==> config.mk <==
export PLATFORM = sky130hd
export DESIGN_NAME = run_control
export DESIGN_NICKNAME = d
export VERILOG_FILES = /design/src/rtl/run_control.sv
export SDC_FILE = /design/constraint.sdc
export NUM_CORES = 1
export LEC_CHECK = 0
export ABC_CLOCK_PERIOD_IN_PS = 5600
export BUFFER_PORTS_ARGS = -buffer_cell sky130_fd_sc_hd__buf_2
export CAP_MARGIN = 20
export CORE_MARGIN = 2
export CORE_UTILIZATION = 60
export CTS_CLUSTER_DIAMETER = 120
export DETAILED_ROUTE_END_ITERATION = 8
export GPL_TIMING_DRIVEN = 0
export PLACE_DENSITY_LB_ADDON = 0.05
export SYNTH_ARGS = -nofsm -noshare
export SYNTH_HDL_FRONTEND = slang
export SYNTH_SLANG_ARGS = --single-unit
==> constraint.sdc <==
create_clock -name clk -period 5.6 [get_ports clk]
set_clock_uncertainty 0.15 [all_clocks]
set_input_delay 1.12 -clock clk [delete_from_list [all_inputs] [get_ports clk]]
set_output_delay 1.12 -clock clk [all_outputs]
set_load 0.02 [all_outputs]
==> src/rtl/run_control.sv <==
// rtl/run_control.sv - annealing run sequencer: N x (optimisation phase, replica-exchange phase)
// Optional macro RUN_CTRL_PARITY_ALT_EN: alternate exch_parity even/odd per iteration.
module run_control #(
  parameter int RUN_W = 24
) (
  input  logic             clk,
  input  logic             reset,
  input  logic             run_write,
  input  logic [RUN_W-1:0] run_times,
  output logic             opt_start,
  input  logic             opt_done,
  output logic             exch_start,
  input  logic             exch_done,
  output logic             exch_parity,
  output logic             running,
  output logic [RUN_W-1:0] iter_count,
  output logic             run_done
);

  typedef enum logic [1:0] {
    S_IDLE = 2'd0,
    S_OPT  = 2'd1,
    S_EXCH = 2'd2
  } state_t;

  localparam logic [RUN_W-1:0] ONE = {{(RUN_W-1){1'b0}}, 1'b1};

  state_t           state_q, state_d;
  logic [RUN_W-1:0] remaining_q, remaining_d;
  logic [RUN_W-1:0] iter_count_q, iter_count_d;
  logic             stop_req_q, stop_req_d;
  logic             opt_start_q, opt_start_d;
  logic             exch_start_q, exch_start_d;
  logic             run_done_q, run_done_d;

  logic start_cmd;
  logic stop_cmd;

  assign start_cmd = run_write && (run_times != '0);
  assign stop_cmd  = run_write && (run_times == '0);

  always_ff @(posedge clk) begin
    if (reset) begin
      state_q      <= S_IDLE;
      remaining_q  <= '0;
      iter_count_q <= '0;
      stop_req_q   <= 1'b0;
      opt_start_q  <= 1'b0;
      exch_start_q <= 1'b0;
      run_done_q   <= 1'b0;
    end else begin
      state_q      <= state_d;
      remaining_q  <= remaining_d;
      iter_count_q <= iter_count_d;
      stop_req_q   <= stop_req_d;
      opt_start_q  <= opt_start_d;
      exch_start_q <= exch_start_d;
      run_done_q   <= run_done_d;
    end
  end

  // Start pulses are registered so they coincide with the first cycle of their state.
  always_comb begin
    state_d      = state_q;
    remaining_d  = remaining_q;
    iter_count_d = iter_count_q;
    stop_req_d   = stop_req_q;
    opt_start_d  = 1'b0;
    exch_start_d = 1'b0;
    run_done_d   = 1'b0;
    case (state_q)
      S_IDLE: begin
        if (start_cmd) begin
          state_d      = S_OPT;
          remaining_d  = run_times;
          iter_count_d = '0;
          stop_req_d   = 1'b0;
          opt_start_d  = 1'b1;
        end
      end
      S_OPT: begin
        if (stop_cmd) begin
          stop_req_d = 1'b1;
        end
        if (opt_done) begin
          state_d      = S_EXCH;
          exch_start_d = 1'b1;
        end
      end
      S_EXCH: begin
        if (stop_cmd) begin
          stop_req_d = 1'b1;
        end
        if (exch_done) begin
          if (iter_count_q != '1) begin
            iter_count_d = iter_count_q + ONE;
          end
          remaining_d = remaining_q - ONE;
          // A stop arriving with the final exch_done still ends the run here.
          if ((remaining_q == ONE) || stop_req_q || stop_cmd) begin
            state_d    = S_IDLE;
            stop_req_d = 1'b0;
            run_done_d = 1'b1;
          end else begin
            state_d     = S_OPT;
            opt_start_d = 1'b1;
          end
        end
      end
      default: begin
        state_d = S_IDLE;
      end
    endcase
  end

`ifdef RUN_CTRL_PARITY_ALT_EN
  // par_next tracks the parity for the upcoming exchange; the output only moves on EXCH entry.
  logic par_next_q, par_next_d;
  logic exch_parity_q, exch_parity_d;

  always_ff @(posedge clk) begin
    if (reset) begin
      par_next_q    <= 1'b0;
      exch_parity_q <= 1'b0;
    end else begin
      par_next_q    <= par_next_d;
      exch_parity_q <= exch_parity_d;
    end
  end

  always_comb begin
    par_next_d    = par_next_q;
    exch_parity_d = exch_parity_q;
    if ((state_q == S_IDLE) && start_cmd) begin
      par_next_d    = 1'b0;
      exch_parity_d = 1'b0;
    end else if ((state_q == S_OPT) && opt_done) begin
      exch_parity_d = par_next_q;
    end else if ((state_q == S_EXCH) && exch_done) begin
      par_next_d = ~par_next_q;
    end
  end

  assign exch_parity = exch_parity_q;
`else
  assign exch_parity = 1'b0;
`endif

  assign opt_start  = opt_start_q;
  assign exch_start = exch_start_q;
  assign run_done   = run_done_q;
  assign iter_count = iter_count_q;
  assign running    = (state_q != S_IDLE);

endmodule

==> flow_summary.ini <==
[yosys]
ys_seq_area_share_pct = 31.7
synth_top_area_cell = dfxtp_1
ys_types = 62
synth_warnings = 0
synth_area_leaders = dfxtp_1, a21oi_1, nand2_1
synth_common_cells = dfxtp_1, a21oi_1, nand2_1, nor2_1, o21ai_0
netlist_area_um2 = 3410
ys.flop_type = dfxtp_1
synth_area_per_cell_um2 = 7.66
yosys_register_bits = 54
yosys.area.top_type_share_pct = 31.7
netlist_instances = 445
yosysMostFrequentCell = dfxtp_1
async_reset_ff_share_pct = 0
synth_edf_count = 0
syn_nets = 482

[final_layout]
synthToLayoutAreaGrowth_pct = 13.5
nets = 545
n_antenna_cell = 0
design_area_um2 = 3870
drive_gt1_share_pct = 17.5
final_util_pct = 70.3
instances_no_fill = 581

[sta]
period_share_pct = 58.3
rsz0062_at_grt = false
slew_violations = 0
finalCriticalPeriod_ps = 3260
tns_ps = 0
tightest_slew_ps = 756
max_freq_mhz = 306
hold_viol_final = 0
setup-violations-final = 0
timing.slew.headroom_pct = 49.4

[placed_design]
port_buffers = 56
place_congestion = 0.936
place_inst = 573
hpwl_um = 7710
place_area_um2 = 3780

[setup_path]
path_buf_inv = 2
cp_slowest_cell = nor4_1
cp.arrival_ps = 3320
critical_path_class = in -> reg
cp.required_ps = 5660
crit_chain = buf_2, nor4_1, nand4_1, o31ai_2, buf_4, nor2_1, a311oi_1
rrSetupSlack_ps = 2950
worstPathMaxFanout = 10
critical_path.max_stage_delay_ps = 530
crit_family = simple AND/OR/NAND/NOR gates
cp-start-kind = input pin
critPathCaptureType = flip-flop

[drt]
routedWlPerCell_um = 18.6
wirelength_um = 10800
viasPerCell = 6.73
dr.first_iter.drc_count = 471
post-route-drc-count = 0
via_count = 3911
firstDrtPassIters = 6
drtAntennaViolNets = 0

[clocking]
cts_hold_buf = 0
clock_path_buffers = 2
cts_tree = yes
post_cts_resize_count = 0
cts_root_buffer = clkbuf_8
postCtsSetupBuffers = 0
numCtsBuffers = 5
path_clk_slew_ps = 100
clk_latency_ps = 320
htree_levels = 2
cts.sinks = 54

[floorplanning]
ios = 58
row_count = 27
start_util_pct = 61.9
core_area_um2 = 5510
die-area_um2 = 6300
die_w_um = 79.4
die_y_um = 79.4

[job]
maxCapViolCount = 0

[grt]
grtUsageTotal_pct = 34.4
antenna_found_initial = 0
grt.overflow.total = 0
grt_max_degree = 16
grt_pass1_wl_um = 17200
grt_pass1_vias = 3454

[power_and_ir_drop]
vdd_drop_max_mv = 0.205
p_per_area_nw_per_um2 = 373
leakage_nw = 1.44
total_power_w = 0.00144

[hold_path]
hp-class = reg -> reg

[status]
status = completed
[cells by family (layout without fill, tap and decap cells)]
kind of cell	count (synthesis)	count (layout)	synth area share (%)
multiplexers	3	3	0.954
buffers and inverters	46	110	6.05
adder cells (fa/ha/maj)	8	8	2.93
AO/OA/AOI/OAI	155	155	28.6
flip-flops	54	54	31.7
other	1	1	0.110
AND/OR/NAND/NOR	178	178	29.6
[placed cells by master (no fill, tap or decap), types with 4 or more instances in the layout]
cell / synthesis / final
and4_1: 6 / 6
a31oi_1: 14 / 14
or3_1: 4 / 4
a21oi_1: 44 / 44
o21ai_1: 24 / 24
nor3_2: 4 / 4
a311oi_1: 12 / 12
nor3_1: 13 / 13
nand2_1: 34 / 34
clkbuf_8: 0 / 6
or4_1: 4 / 4
ha_1: 8 / 8
clkbuf_1: 19 / 20
o32ai_1: 5 / 5
and3_1: 12 / 12
nand2b_1: 5 / 5
o21ai_0: 25 / 25
dfxtp_1: 54 / 54
nor4b_1: 4 / 4
nor4_1: 14 / 14
nor2b_1: 14 / 14
nand3_1: 17 / 17
nor2_1: 26 / 26
buf_2: 6 / 62
nand4_1: 7 / 7
inv_1: 14 / 14
[report_power, final]
part | total [W] | leakage (nW) | switching (W) | internal (W)
logic | 0.000727 | 0.957 | 0.000489 | 0.000238
registers | 0.000484 | 0.439 | 0.0000489 | 0.000435
clock network | 0.000233 | 0.0482 | 0.000133 | 0.000100
total | 0.00144 | 1.44 | 0.000671 | 0.000774
[through the flow]
stage                     setup WS [ps]  hold WS [ps]
after floorplan                    2830           290
after global placement             2160           304
after detailed placement           2080           313
after CTS                          2400           327
after global routing               2190           347
final                              2340           333
[worst min-delay path: cells and delay by family (launching register included)]
kind               cells  cell delay (ps)
AOI/OAI and AO/OA      1               50
and+or+nand+nor        1               60
DFF                    1              330
[layer usage]
| metal | vias to the layer above | global-route usage [%] | share of wire, % |
|---|---|---|---|
| met5 | - | 0 | 0 |
| met4 | 0 | 11.9 | 2.2 |
| met1 | 1823 | 50.2 | 44 |
| li1 | 1810 | - | - |
| met3 | 26 | 6.00 | 9.7 |
| met2 | 252 | 51.0 | 44 |
[sequential cells by signal, indices dropped and copies added, names as in the netlist]
| signal | count |
|---|---|
| opt_start | 1 |
| exch_start | 1 |
| run_done | 1 |
| stop_req_q | 1 |
| state_q | 2 |
| remaining_q | 24 |
| iter_count | 24 |
[final timing paths]
kind | cells after the start | start | end
min | 2 | remaining_q[1] | remaining_q[1]
min reg2reg | 2 | remaining_q[1] | remaining_q[1]
max reg2reg | 9 | state_q[0] | iter_count[10]
max | 7 | run_times[12] | iter_count[10]
[layout make-up]
cell class | instances | area [um2]
Clock buffer | 7 | 86.3
Tap cell | 72 | 90.1
Clock inverter | 1 | 5.00
Sequential cell | 54 | 1080
Buffer | 31 | 150
Fill cell | 473 | 1630
Timing Repair Buffer | 56 | 280
Multi-Input combinational cell | 345 | 2120
Inverter | 15 | 56.3
No activity file was read; power rests on OpenSTA's default activity.
